## src/rtl/lcd_string_writer.sv

```systemverilog
// Streams a NUL-terminated string from a synchronous character ROM to the LCD
// controller, one character per write handshake, started by a rising edge of I_START.
module lcd_string_writer #(
  parameter int SEL_W = 2,
  parameter int IDX_W = 4
) (
  input  logic                   I_CLK,
  input  logic                   I_RST,
  input  logic                   I_INIT_DONE,
  input  logic                   I_START,
  input  logic [SEL_W-1:0]       I_MSG_SEL,
  output logic [SEL_W+IDX_W-1:0] O_CHAR_ADDR,
  input  logic [7:0]             I_CHAR_DATA,
  output logic [7:0]             O_DISPLAY_DATA,
  output logic                   O_WRITE_START,
  input  logic                   I_WRITE_DONE,
  output logic                   O_BUSY,
  output logic                   O_DONE,
  output logic [IDX_W:0]         O_CHAR_COUNT
);

  typedef enum logic [2:0] {
    WAIT_INIT,
    IDLE,
    FETCH,
    LATCH,
    WRITE,
    WAIT_DONE,
    FINISH
  } state_t;

  localparam logic [IDX_W-1:0] LAST_IDX = '1;

  state_t           state_reg, state_next;
  logic             start_q_reg;
  logic [SEL_W-1:0] sel_reg, sel_next;
  logic [IDX_W-1:0] idx_reg, idx_next;
  logic [7:0]       data_reg, data_next;
  logic [IDX_W:0]   cnt_reg, cnt_next;
  logic [IDX_W:0]   count_reg, count_next;
  logic             start_edge;

  assign start_edge = I_START & ~start_q_reg;

  always_ff @(posedge I_CLK) begin
    if (I_RST) begin
      state_reg   <= WAIT_INIT;
      start_q_reg <= 1'b0;
      sel_reg     <= '0;
      idx_reg     <= '0;
      data_reg    <= 8'h00;
      cnt_reg     <= '0;
      count_reg   <= '0;
    end else begin
      state_reg   <= state_next;
      start_q_reg <= I_START;
      sel_reg     <= sel_next;
      idx_reg     <= idx_next;
      data_reg    <= data_next;
      cnt_reg     <= cnt_next;
      count_reg   <= count_next;
    end
  end

  always_comb begin
    state_next = state_reg;
    sel_next   = sel_reg;
    idx_next   = idx_reg;
    data_next  = data_reg;
    cnt_next   = cnt_reg;
    count_next = count_reg;
    case (state_reg)
      WAIT_INIT: if (I_INIT_DONE) state_next = IDLE;
      IDLE: begin
        if (start_edge) begin
          sel_next   = I_MSG_SEL;
          idx_next   = '0;
          cnt_next   = '0;
          state_next = FETCH;
        end
      end
      FETCH: state_next = LATCH;
      LATCH: begin
        if (I_CHAR_DATA == 8'h00) begin
          state_next = FINISH;
        end else begin
          data_next  = I_CHAR_DATA;
          state_next = WRITE;
        end
      end
      // The write-done input is deliberately not looked at during the strobe cycle.
      WRITE: state_next = WAIT_DONE;
      WAIT_DONE: begin
        if (I_WRITE_DONE) begin
          cnt_next = cnt_reg + 1'b1;
          if (idx_reg == LAST_IDX) begin
            state_next = FINISH;
          end else begin
            idx_next   = idx_reg + 1'b1;
            state_next = FETCH;
          end
        end
      end
      FINISH: begin
        count_next = cnt_reg;
        state_next = IDLE;
      end
      default: state_next = WAIT_INIT;
    endcase
  end

  assign O_CHAR_ADDR    = {sel_reg, idx_reg};
  assign O_DISPLAY_DATA = data_reg;
  assign O_WRITE_START  = (state_reg == WRITE);
  assign O_DONE         = (state_reg == FINISH);
  assign O_BUSY         = (state_reg != WAIT_INIT) && (state_reg != IDLE);
  assign O_CHAR_COUNT   = count_reg;

endmodule

```

## config.mk

```make
export PLATFORM = sky130hd
export DESIGN_NAME = lcd_string_writer
export DESIGN_NICKNAME = d
export VERILOG_FILES = /design/src/rtl/lcd_string_writer.sv
export SDC_FILE = /design/constraint.sdc
export NUM_CORES = 1
export LEC_CHECK = 0
export CORE_AREA = 8 8 59 61
export CTS_CLUSTER_DIAMETER = 60
export CTS_CLUSTER_SIZE = 40
export DETAILED_ROUTE_END_ITERATION = 8
export DIE_AREA = 0 0 67 69
export PLACE_DENSITY = 0.8
export SYNTH_ARGS = -nofsm -noshare
export SYNTH_HDL_FRONTEND = slang
export SYNTH_SLANG_ARGS = --single-unit
```

## constraint.sdc

```tcl
create_clock -name I_CLK -period 3.2 [get_ports I_CLK]
set_input_delay 0.64 -clock I_CLK [delete_from_list [all_inputs] [get_ports I_CLK]]
set_output_delay 0.64 -clock I_CLK [all_outputs]
set_load 0.02 [all_outputs]
```

==> reports/metrics.json, run 1 <==
{
  "outcome": {
    "run_status": "complete, no violations"
  },
  "hold_path": {
    "hold_path_depth": 2,
    "hold_path_class": "flip-flop to flip-flop",
    "worst_hold_path_startpoint": "cnt_reg[4]$_SDFFE_PP0P_",
    "worst_hold_path.endpoint": "cnt_reg[4]$_SDFFE_PP0P_"
  },
  "sta": {
    "timing.fmax_mhz": 380,
    "period_share_pct": 82.2,
    "worstMarginPinSlew_ns": 0.412,
    "timing.final.setup_violations": 0,
    "slew_viol_final": 0,
    "fin_skew_ns": 0.0119,
    "final_hold_viol_count": 0,
    "fin_tns_setup_ns": 0,
    "worst_path_setup_slack_after_routing_ns": 0.571,
    "hold_slack_ns": 0.512,
    "timing.max_slew.rel_slack_pct": 72.5,
    "period_minus_slack_ns": 2.63,
    "grt_setup_unrepaired": "no"
  },
  "cells_and_area": {
    "drive_gt1_share_pct": 7.93,
    "share_of_the_core_filled_with_cells_in_the_final_layout_pct": 63.1,
    "synthToLayoutAreaGrowth_pct": 35.7,
    "largest_reg_flops": 8,
    "antenna_cells_inserted": 0,
    "fin_nets": 182
  },
  "setup_path": {
    "critPathArrivalTime_ns": 1.99,
    "critPathLaunchType": "flip-flop",
    "timing.critical_path.slowest_cell_delay_ns": 0.61,
    "worst-endpoint-required_ns": 2.56,
    "critical_path.reg2reg.startpoint": "state_reg[2]$_SDFFE_PP0P_",
    "worst-setup-path-type": "flip-flop to output pin",
    "buf_inv_stages_crit_path": 2,
    "crit_path_max_fanout": 12,
    "worst-r2r-cell-count": 4,
    "crit_family": "buffers and inverters",
    "regToRegSetupSlack_ns": 1.58,
    "timing.critical_path.slowest_stage_cell": "clkdlybuf4s50_1",
    "r2r_end": "cnt_reg[3]$_SDFFE_PP0P_",
    "cp_cell_sequence": "nand3b_1 -> inv_1 -> clkdlybuf4s50_1",
    "end_kind": "output pin"
  },
  "placed_design": {
    "numPortBuffers": 36,
    "post-place-ws_ns": 0.963,
    "dp.final_hpwl_um": 2190,
    "gpl_congestion": 0.762
  },
  "floorplan": {
    "placeableCoreArea_sq_um": 2620,
    "core.rowCount": 19,
    "die_h_um": 69,
    "floorplan.io_pins": 37,
    "fp.dieArea_sq_um": 4620,
    "floorplan.initialDensity_pct": 46.5,
    "die_w_um": 67
  },
  "yosys": {
    "ys_ff_latch": 28,
    "average_cell_area_after_synthesis_sq_um": 9.43,
    "synth_top_cells_by_count": "dfxtp_1, nor2_1, a22oi_1, mux2i_1",
    "synthTopCellsByArea": "dfxtp_1, mux2i_1, nor2_1, a22oi_1, a21oi_1",
    "yosysMostFrequentCell": "dfxtp_1",
    "synthDominantCellAreaShare_pct": 46.1,
    "postSynthCellCount": 129,
    "synth-edff-count": 0,
    "synthesis.yosys.warnings": 0,
    "share_of_synthesized_area_occupied_by_flip_flops_and_latches_pct": 46.1,
    "synth_async_sr_flop_share_pct": 0,
    "synth_fp_nets": 146,
    "dominant_cell_type_by_area_after_synthesis": "dfxtp_1",
    "netlist-cell-type-count": 37,
    "synth-main-ff-cell": "dfxtp_1",
    "mappedNetlistArea_sq_um": 1220
  },
  "power_and_ir_drop": {
    "power_density_nw_per_um2": 399,
    "power.static_leakage_nw": 0.652,
    "max-vdd-ir-drop_mv": 0.324,
    "post-layout-total-power_uw": 658
  },
  "global_route": {
    "antenna_found_initial": 0,
    "grt_pass1_vias": 1107,
    "grt_overflow": 0,
    "grt_start_max_net_pins": 21,
    "grt_pass1_wl_um": 4930,
    "track_usage_pct": 12.8
  },
  "clocking": {
    "cts-resized-gates": 0,
    "cts_root_buf": "clkbuf_4",
    "cts_sinks": 28,
    "cts_hold_repair.buffers": 0,
    "post_cts.repair.setup_buffers": 0,
    "htree_levels": 1,
    "cts_tree": "built",
    "worst_skew_pair.late_latency_ns": 0.33,
    "cts.reportedPaths.clkPinSlew_ns": 0.16,
    "clk_path_buf_depth": 2,
    "number_of_buffers_inserted_during_clock_tree_synthesis": 3
  },
  "run": {
    "max_cap_viol_count": 0
  },
  "route": {
    "drt_iter0_markers": 37,
    "routed_wire_length_per_instance_um": 14.8,
    "vias": 1073,
    "drt_drc_violations_left": 0,
    "dr.pass1.iters": 4,
    "antenna_violation_net_count_after_detailed_routing": 0,
    "drt_wl_total_um": 2880,
    "viasPerCell": 5.50
  }
}
## routing by layer
| metal | track usage (%) | up-vias | part of all wire (%) |
|---|---|---|---|
| met4 | 4.19 | 0 | 0.87 |
| li1 | - | 535 | - |
| met1 | 14.3 | 501 | 42 |
| met2 | 21.3 | 33 | 48 |
| met5 | 0 | - | 0 |
| met3 | 5.17 | 4 | 9.0 |
## placed cells by master (no fill, tap or decap), types with 2 or more instances in the layout
cell              n
clkbuf_4          3
a22oi_1           8
a21oi_1           6
and3b_1           2
nand3_1           6
ha_1              2
or4_4             2
dfxtp_1          28
nand2b_1          3
inv_1             2
mux2i_1           8
nor2_1           20
or3_1             2
o21ai_0           5
nor2b_1           2
nand2_1           6
clkdlybuf4s50_1  36
nand3b_1          2
## power by group
| part | internal [mW] | switching, mW | leakage [nW] |
|---|---|---|---|
| Clock | 0.127 | 0.104 | 0.0279 |
| Sequential | 0.354 | 0.00681 | 0.226 |
| Combinational | 0.0358 | 0.0309 | 0.398 |
## cell type report
class | count | area, sq um
tap | 31 | 38.8
clock inverter | 1 | 30.0
multi-input combinational | 93 | 623
timing repair buffer | 37 | 368
clock buffer | 3 | 22.5
inverter | 2 | 7.51
sequential | 28 | 561
fill | 222 | 965
## worst register-to-register path: cells and delay by family (launching register included)
| kind | cells | cell delay [ns] |
|---|---|---|
| DFF | 1 | 0.60 |
| AOI/OAI and AO/OA | 2 | 0.29 |
| and+or+nand+nor | 2 | 0.65 |
## worst max-delay path by stage
stage                         startpoint            end  slack [ns]  depth (start not counted)
2_1_floorplan  state_reg[2]$_SDFFE_PP0P_  O_WRITE_START        1.48                          2
3_3_place_gp   state_reg[2]$_SDFFE_PP0P_         O_DONE        1.00                          3
3_5_place_dp   state_reg[2]$_SDFFE_PP0P_         O_DONE        0.96                          3
4_1_cts        state_reg[2]$_SDFFE_PP0P_         O_DONE        0.57                          3
5_1_grt        state_reg[2]$_SDFFE_PP0P_         O_DONE        0.45                          3
6_report       state_reg[2]$_SDFFE_PP0P_         O_DONE        0.57                          3
## metrics by stage
step,std cells,instance area (sq um)
floorplan,129,1220
global placement,191,1600
detailed placement,191,1600
CTS,195,1650
global route,195,1650
finish,195,1650
## kinds of logic (layout without fill, tap and decap cells)
kind of cell	count (synthesis)	count (layout)	synth area share [%]
buf+inv	8	43	2.67
xor+xnor	1	1	0.720
flops	28	28	46.1
compound gates	30	30	17.8
fa+ha+maj	2	2	2.06
simple gates	52	52	24.1
mux	8	8	6.58
Power figures use the tool's default switching activity.
==> run 2, diff against run 1 <==
- CORE_AREA: 8 8 59 61 -> 8 8 64 66
- DIE_AREA: 0 0 67 69 -> 0 0 72 74
- PLACE_DENSITY: 0.8 -> 0.71
- clock period: 3.2 -> 2.3 ns (I/O delays scaled with it)
==> run 2 against run 1 <==
Sequential share of layout area decreased by 0.48 points. Critical endpoint is now O_WRITE_START. Critical path depth fell by 1. Count of clock-buffer cells in the layout stayed put. Worst hold slack better by 0.0015 ns. Register-to-register slack lost 0.80 ns. Largest power group unchanged. Highest routed layer unchanged. Sequential power is 39% higher. Combinational power rose by 40%. Clock skew fell by 0.0019 ns. Total power up 39%.
==> reports/metrics.json, run 2 (synthesized netlist as in run 1, its figures left out) <==
{
  "global_route": {
    "grt_pass1_vias": {"value": 1129, "change": "was 1107"},
    "grt_start_max_net_pins": {"value": 26, "change": "was 21"},
    "grt_overflow": {"value": 0, "change": "unchanged"},
    "antenna_found_initial": {"value": 0, "change": "unchanged"},
    "track_usage": {"value": 11.7, "unit": "%", "change": "was 12.8%"},
    "grt_pass1_wl": {"value": 5010, "unit": "um", "change": "was 4930 um"}
  },
  "setup_path": {
    "cp_cell_sequence": {"value": "nor3b_1 -> clkdlybuf4s50_1", "change": "was nand3b_1 -> inv_1 -> clkdlybuf4s50_1"},
    "worst-endpoint-required": {"value": 1.84, "unit": "ns", "change": "was 2.56 ns"},
    "critPathArrivalTime": {"value": 1.67, "unit": "ns", "change": "was 1.99 ns"},
    "end_kind": {"value": "output pin", "change": "unchanged"},
    "crit_family": {"value": "buffers and inverters", "change": "unchanged"},
    "timing.critical_path.slowest_cell_delay": {"value": 0.65, "unit": "ns", "change": "was 0.61 ns"},
    "worst-setup-path-type": {"value": "flip-flop to output pin", "change": "unchanged"},
    "buf_inv_stages_crit_path": {"value": 1, "change": "was 2"},
    "critPathLaunchType": {"value": "flip-flop", "change": "unchanged"},
    "timing.critical_path.slowest_stage_cell": {"value": "clkdlybuf4s50_1", "change": "unchanged"},
    "crit_path_max_fanout": {"value": 12, "change": "unchanged"}
  },
  "power_and_ir_drop": {
    "max-vdd-ir-drop": {"value": 0.266, "unit": "mV", "change": "was 0.324 mV"},
    "power_density": {"value": 546, "unit": "nW/um^2", "change": "was 399 nW/um^2"},
    "power.static_leakage": {"value": 0.656, "unit": "nW", "change": "was 0.652 nW"}
  },
  "clocking": {
    "cts_tree": {"value": "built", "change": "unchanged"},
    "number_of_buffers_inserted_during_clock_tree_synthesis": {"value": 3, "change": "unchanged"},
    "worst_skew_pair.late_latency": {"value": 0.33, "unit": "ns", "change": "about the same"},
    "clk_path_buf_depth": {"value": 2, "change": "unchanged"},
    "cts_sinks": {"value": 28, "change": "unchanged"},
    "cts.reportedPaths.clkPinSlew": {"value": 0.15, "unit": "ns", "change": "was 0.16 ns"},
    "cts_root_buf": {"value": "clkbuf_4", "change": "unchanged"},
    "htree_levels": {"value": 1, "change": "unchanged"},
    "cts_hold_repair.buffers": {"value": 0, "change": "unchanged"}
  },
  "sta": {
    "period_minus_slack_ns": 2.13,
    "period_share_pct": 92.7,
    "timing.max_slew.rel_slack": {"value": 72.0, "unit": "%", "change": "was 72.5%"},
    "slew_viol_final": {"value": 0, "change": "unchanged"},
    "worstMarginPinSlew": {"value": 0.420, "unit": "ns", "change": "was 0.412 ns"},
    "fin_tns_setup": {"value": 0, "unit": "ns", "change": "unchanged"},
    "grt_setup_unrepaired": {"value": "no", "change": "unchanged"},
    "final_hold_viol_count": {"value": 0, "change": "unchanged"},
    "timing.final.setup_violations": {"value": 0, "change": "unchanged"},
    "fin_skew": {"value": 0.0100, "unit": "ns", "change": "was 0.0119 ns"},
    "timing.fmax_mhz": 469
  },
  "placed_design": {
    "gpl_congestion": {"value": 0.747, "change": "was 0.762"},
    "dp.final_hpwl": {"value": 2300, "unit": "um", "change": "was 2190 um"},
    "numPortBuffers": {"value": 36, "change": "unchanged"},
    "dpl_cell_area": {"value": 1620, "unit": "sq um", "change": "was 1600 sq um"}
  },
  "cells_and_area": {
    "fin_nets": {"value": 183, "change": "was 182"},
    "area_used_by_multi_input_combinational_logic": {"value": 623, "unit": "sq um", "change": "unchanged"},
    "synthToLayoutAreaGrowth": {"value": 38.0, "unit": "%", "change": "was 35.7%"},
    "antenna_cells_inserted": {"value": 0, "change": "unchanged"},
    "nFillCells": {"value": 296, "change": "was 222"},
    "ff_latch_area": {"value": 562, "unit": "sq um", "change": "was 561 sq um"},
    "most-common-layout-cells": {"value": "clkdlybuf4s50_1, dfxtp_1, nor2_1", "change": "unchanged"},
    "drive_gt1_share": {"value": 9.09, "unit": "%", "change": "was 7.93%"},
    "largest_reg_flops": {"value": 8, "change": "unchanged"},
    "finish.instance_area": {"value": 1680, "unit": "sq um", "change": "was 1650 sq um"},
    "final_common_cell": {"value": "clkdlybuf4s50_1", "change": "unchanged"}
  },
  "floorplan": {
    "die_h": {"value": 74, "unit": "um", "change": "was 69 um"},
    "floorplan.initialDensity": {"value": 38.3, "unit": "%", "change": "was 46.5%"},
    "floorplan.io_pins": {"value": 37, "change": "unchanged"},
    "die_w": {"value": 72, "unit": "um", "change": "was 67 um"},
    "core.rowCount": {"value": 21, "change": "was 19"},
    "fp.dieArea": {"value": 5330, "unit": "sq um", "change": "was 4620 sq um"},
    "placeableCoreArea": {"value": 3180, "unit": "sq um", "change": "was 2620 sq um"}
  },
  "route": {
    "drt_iter0_markers": {"value": 32, "change": "was 37"},
    "drt_drc_violations_left": {"value": 0, "change": "unchanged"},
    "vias": {"value": 1089, "change": "was 1073"},
    "routed_wire_length_per_instance": {"value": 14.1, "unit": "um", "change": "was 14.8 um"},
    "dr.pass1.iters": {"value": 4, "change": "unchanged"},
    "antenna_violation_net_count_after_detailed_routing": {"value": 0, "change": "unchanged"},
    "drt_wl_total": {"value": 2980, "unit": "um", "change": "was 2880 um"},
    "viasPerCell": {"value": 5.16, "change": "was 5.50"}
  },
  "hold_path": {
    "hold_path_class": {"value": "flip-flop to flip-flop", "change": "unchanged"}
  },
  "outcome": {
    "run_status": {"value": "complete, no violations", "change": "unchanged"}
  },
  "run": {
    "max_cap_viol_count": {"value": 0, "change": "unchanged"}
  }
}
-- run 2: cell types whose count changed in the layout (fill, tap and decap cells not counted) --
cell	before	now
buf_4	1	2
dfxtp_2	0	1
dfxtp_1	28	27
-- run 2: final timing paths --
path / startpoint / to / slack, ns / cells after the start
min: cnt_reg[4]$_SDFFE_PP0P_ / cnt_reg[4]$_SDFFE_PP0P_ / 0.51 / 2
max reg2reg: state_reg[1]$_SDFFE_PP0P_ / O_DISPLAY_DATA[2]$_SDFFE_PP0P_ / 0.78 / 4
min reg2reg: cnt_reg[4]$_SDFFE_PP0P_ / cnt_reg[4]$_SDFFE_PP0P_ / 0.51 / 2
max: state_reg[2]$_SDFFE_PP0P_ / O_WRITE_START / 0.17 / 2
-- run 2: power by group --
part	internal (mW)	total [mW]	switching (mW)	leakage (nW)
logic	0.0498	0.0933	0.0435	0.402
registers	0.493	0.503	0.00984	0.227
clock network	0.176	0.321	0.145	0.0279
-- run 2: repair_timing --
action	CTS	global route
setup endpoints to repair	0	2
setup buffers	0	0
gates resized for setup	0	1
-- run 2: worst reg2reg max path, delay by kind of cell (launching register included) --
kind            cells  cell delay [ns]
simple gates        2             0.54
flops               1             0.52
compound gates      2             0.36
-- run 2: metrics by stage --
step | cells | util, % | hold WS, ns | setup WS, ns | power [mW]
2_1_floorplan | 129 | - | 0.457 | 0.761 | 0.559
3_3_place_gp | 207 | 51.1 | 0.477 | 0.345 | 0.604
3_5_place_dp | 207 | 51.1 | 0.491 | 0.294 | 0.606
4_1_cts | 211 | 52.7 | 0.511 | 0.00729 | 0.922
5_1_grt | 211 | 52.8 | 0.540 | 0.0335 | 0.952
6_report | 211 | 52.8 | 0.513 | 0.167 | 0.917
-- run 2: layout make-up --
cell class                 count  area share [%]
multi-input combinational     93            37.1
sequential                    28            33.5
timing repair buffer          38            22.4
tap                           46            3.43
clock inverter                 1            1.79
clock buffer                   3            1.34
inverter                       2           0.447
-- run 2: routing by layer --
metal	global-route usage, %	up-vias	routed length (um)
li1	-	535	-
met1	11.8	514	1190
met2	20.4	36	1460
met3	6.60	4	295
met4	2.72	0	31
met5	0	-	0
==> run 3, diff against run 2 <==
- CELL_PAD_IN_SITES_DETAIL_PLACEMENT: not set -> 2
- CELL_PAD_IN_SITES_GLOBAL_PLACEMENT: not set -> 2
- CORE_AREA: 8 8 64 66 -> 8 8 71 73
- DIE_AREA: 0 0 72 74 -> 0 0 79 81
- DONT_BUFFER_PORTS: not set -> 1
- PLACE_DENSITY: 0.71 -> 0.69
==> run 3 against run 2 <==
Via count shrank 12%. Sequential share of layout area grew 8.6 points. Utilization shrank 19 points. Sequential power is essentially flat. Global-route usage shrank 0.30 points. Routed wire length grew 17%. Worst setup slack gained 0.16 ns. Critical endpoint is now O_DONE.
==> reports/metrics.json, run 3 (synthesized netlist as in run 1, its figures left out) <==
{
  "sta": {
    "grt_setup_unrepaired": {"value": "no", "change": "unchanged"},
    "period_share": {"value": 85.7, "unit": "%", "change": "was 92.7%"},
    "slew_viol_final": {"value": 0, "change": "unchanged"},
    "fin_skew": {"value": 0.00153, "unit": "ns", "change": "was 0.0100 ns"},
    "period_minus_slack": {"value": 1.97, "unit": "ns", "change": "was 2.13 ns"},
    "final_hold_viol_count": {"value": 0, "change": "unchanged"},
    "fin_tns_setup": {"value": 0, "unit": "ns", "change": "unchanged"},
    "worstMarginPinSlew": {"value": 0.431, "unit": "ns", "change": "was 0.420 ns"},
    "timing.max_slew.rel_slack": {"value": 71.3, "unit": "%", "change": "was 72.0%"},
    "timing.fmax": {"value": 507, "unit": "MHz", "change": "was 469 MHz"},
    "timing.final.setup_violations": {"value": 0, "change": "unchanged"}
  },
  "global_route": {
    "grt_overflow": {"value": 0, "change": "unchanged"},
    "grt_pass1_vias": {"value": 1102, "change": "was 1129"},
    "track_usage": {"value": 11.4, "unit": "%", "change": "was 11.7%"},
    "grt_start_max_net_pins": {"value": 27, "change": "was 26"},
    "grt_pass1_wl": {"value": 5770, "unit": "um", "change": "was 5010 um"},
    "antenna_found_initial": {"value": 0, "change": "unchanged"}
  },
  "clocking": {
    "cts_root_buf": {"value": "clkbuf_8", "change": "was clkbuf_4"},
    "clk_path_buf_depth": {"value": 2, "change": "unchanged"},
    "worst_skew_pair.late_latency": {"value": 0.27, "unit": "ns", "change": "was 0.33 ns"},
    "cts.reportedPaths.clkPinSlew": {"value": 0.10, "unit": "ns", "change": "was 0.15 ns"},
    "number_of_buffers_inserted_during_clock_tree_synthesis": {"value": 3, "change": "unchanged"},
    "post_cts.repair.setup_buffers": {"value": 0, "change": "unchanged"},
    "cts_sinks": {"value": 28, "change": "unchanged"},
    "cts_hold_repair.buffers": {"value": 0, "change": "unchanged"},
    "cts-resized-gates": {"value": 0, "change": "unchanged"},
    "cts_tree": {"value": "built", "change": "unchanged"},
    "htree_levels": {"value": 1, "change": "unchanged"}
  },
  "route": {
    "viasPerCell": {"value": 5.36, "change": "was 5.16"},
    "maxUsedRoutingLayer": {"value": "met4", "change": "unchanged"},
    "met1Wirelength": {"value": 1350, "unit": "um", "change": "was 1190 um"},
    "vias": {"value": 954, "change": "was 1089"},
    "met3_wirelength": {"value": 247, "unit": "um", "change": "was 295 um"},
    "drt_drc_violations_left": {"value": 0, "change": "unchanged"},
    "drt_iter0_markers": {"value": 28, "change": "was 32"},
    "drt_wl_total": {"value": 3500, "unit": "um", "change": "was 2980 um"},
    "met2WireLength": {"value": 1850, "unit": "um", "change": "was 1460 um"},
    "antenna_violation_net_count_after_detailed_routing": {"value": 0, "change": "unchanged"},
    "routed_wire_length_per_instance": {"value": 19.6, "unit": "um", "change": "was 14.1 um"},
    "dr.pass1.iters": {"value": 4, "change": "unchanged"}
  },
  "hold_path": {
    "worst_hold_path.endpoint": {"value": "start_q_reg$_SDFF_PP0_", "change": "was cnt_reg[4]$_SDFFE_PP0P_"},
    "hold_path_depth": {"value": 1, "change": "was 2"},
    "hold_path_class": {"value": "input pin to flip-flop", "change": "was flip-flop to flip-flop"},
    "worst_hold_path_startpoint": {"value": "I_RST", "change": "was cnt_reg[4]$_SDFFE_PP0P_"}
  },
  "cells_and_area": {
    "most-common-layout-cells": {"value": "dfxtp_1, nor2_1, mux2i_1, a22oi_1", "change": "was clkdlybuf4s50_1, dfxtp_1, nor2_1"},
    "share_of_the_core_filled_with_cells_in_the_final_layout": {"value": 34.0, "unit": "%", "change": "was 52.8%"},
    "drive_gt1_share": {"value": 10.2, "unit": "%", "change": "was 9.09%"},
    "antenna_cells_inserted": {"value": 0, "change": "unchanged"},
    "largest_reg_flops": {"value": 8, "change": "unchanged"},
    "final_common_cell": {"value": "dfxtp_1", "change": "was clkdlybuf4s50_1"},
    "fin_nets": {"value": 146, "change": "was 183"},
    "synthToLayoutAreaGrowth": {"value": 9.57, "unit": "%", "change": "was 38.0%"}
  },
  "setup_path": {
    "end_kind": {"value": "output pin", "change": "unchanged"},
    "cp_cell_sequence": {"value": "nand3b_1 -> inv_1", "change": "was nor3b_1 -> clkdlybuf4s50_1"},
    "critPathLaunchType": {"value": "flip-flop", "change": "unchanged"},
    "worst-r2r-cell-count": {"value": 4, "change": "unchanged"},
    "critical_path.reg2reg.startpoint": {"value": "state_reg[2]$_SDFFE_PP0P_", "change": "was state_reg[1]$_SDFFE_PP0P_"},
    "critPathArrivalTime": {"value": 1.51, "unit": "ns", "change": "was 1.67 ns"},
    "timing.critical_path.slowest_stage_cell": {"value": "dfxtp_1", "change": "was clkdlybuf4s50_1"},
    "r2r_end": {"value": "cnt_reg[3]$_SDFFE_PP0P_", "change": "was O_DISPLAY_DATA[2]$_SDFFE_PP0P_"},
    "timing.critical_path.slowest_cell_delay": {"value": 0.59, "unit": "ns", "change": "was 0.65 ns"},
    "crit_path_max_fanout": {"value": 12, "change": "unchanged"},
    "worst-setup-path-type": {"value": "flip-flop to output pin", "change": "unchanged"},
    "worst-endpoint-required": {"value": 1.84, "unit": "ns", "change": "about the same"},
    "regToRegSetupSlack": {"value": 0.67, "unit": "ns", "change": "was 0.78 ns"}
  },
  "power_and_ir_drop": {
    "power.static_leakage": {"value": 0.531, "unit": "nW", "change": "was 0.656 nW"},
    "max-vdd-ir-drop": {"value": 0.212, "unit": "mV", "change": "was 0.266 mV"},
    "power_density": {"value": 712, "unit": "nW/um^2", "change": "was 546 nW/um^2"}
  },
  "floorplan": {
    "die_h": {"value": 81, "unit": "um", "change": "was 74 um"},
    "fp.dieArea": {"value": 6400, "unit": "sq um", "change": "was 5330 sq um"},
    "die_w": {"value": 79, "unit": "um", "change": "was 72 um"},
    "floorplan.io_pins": {"value": 37, "change": "unchanged"},
    "floorplan.initialDensity": {"value": 31.1, "unit": "%", "change": "was 38.3%"},
    "placeableCoreArea": {"value": 3910, "unit": "sq um", "change": "was 3180 sq um"},
    "core.rowCount": {"value": 23, "change": "was 21"}
  },
  "run": {
    "max_cap_viol_count": {"value": 0, "change": "unchanged"}
  },
  "placed_design": {
    "gpl_congestion": {"value": 0.703, "change": "was 0.747"},
    "numPortBuffers": {"value": 0, "change": "was 36"},
    "dp.final_hpwl": {"value": 2680, "unit": "um", "change": "was 2300 um"}
  },
  "outcome": {
    "run_status": {"value": "complete, no violations", "change": "unchanged"}
  }
}
[run 3: changes by cell type in the layout (fill, tap and decap cells not counted)]
cell,before,now
dfxtp_2,1,0
buf_4,2,1
clkbuf_8,0,3
clkdlybuf4s50_1,36,0
dfxtp_1,27,28
clkbuf_4,3,0
[run 3: how the worst max path moves through the flow]
stage,startpoint,endpoint,slack [ns],cells past startpoint
6_report,state_reg[2]$_SDFFE_PP0P_,O_DONE,0.33,2
5_1_grt,state_reg[2]$_SDFFE_PP0P_,O_DONE,0.20,2
4_1_cts,state_reg[2]$_SDFFE_PP0P_,O_DONE,0.29,2
3_5_place_dp,state_reg[2]$_SDFFE_PP0P_,O_DONE,0.61,2
3_3_place_gp,state_reg[2]$_SDFFE_PP0P_,O_DONE,0.71,2
2_1_floorplan,state_reg[2]$_SDFFE_PP0P_,O_WRITE_START,0.76,2
[run 3: where the power goes]
| part | leakage (nW) | internal (mW) | switching (mW) | total [mW] |
|---|---|---|---|---|
| logic | 0.269 | 0.0209 | 0.0269 | 0.0478 |
| registers | 0.226 | 0.492 | 0.0143 | 0.506 |
| clock network | 0.0357 | 0.233 | 0.161 | 0.394 |
| total | 0.531 | 0.746 | 0.202 | 0.948 |
[run 3: final cells by class]
cell class,instances,area (sq um)
clock buffer,3,41.3
multi-input combinational,93,623
fill,459,2580
clock inverter,1,30.0
inverter,2,7.51
timing repair buffer,1,7.51
tap,50,62.6
sequential,28,561
[run 3: stage by stage]
| stage | instance area [sq um] | cells | hold slack, ns | total power [mW] | setup slack (ns) |
|---|---|---|---|---|---|
| after floorplan | 1220 | 129 | 0.457 | 0.559 | 0.761 |
| after global placement | 1260 | 174 | 0.477 | 0.562 | 0.710 |
| after detailed placement | 1260 | 174 | 0.490 | 0.565 | 0.611 |
| after CTS | 1330 | 178 | 0.227 | 0.965 | 0.286 |
| after global routing | 1330 | 178 | 0.223 | 0.986 | 0.200 |
| final | 1330 | 178 | 0.238 | 0.948 | 0.328 |
[run 3: layer usage]
| layer | track usage [%] | vias to the layer above |
|---|---|---|
| li1 | - | 460 |
| met1 | 11.8 | 470 |
| met2 | 20.5 | 20 |
| met3 | 3.75 | 4 |
| met4 | 5.19 | 0 |
| met5 | 0 | - |
[run 3: worst max-delay path, delay by kind of cell, from the launching register on]
family                 cells  cell delay, ns
flip-flops                 1            0.59
AND/OR/NAND/NOR            1            0.36
buffers and inverters      1            0.28
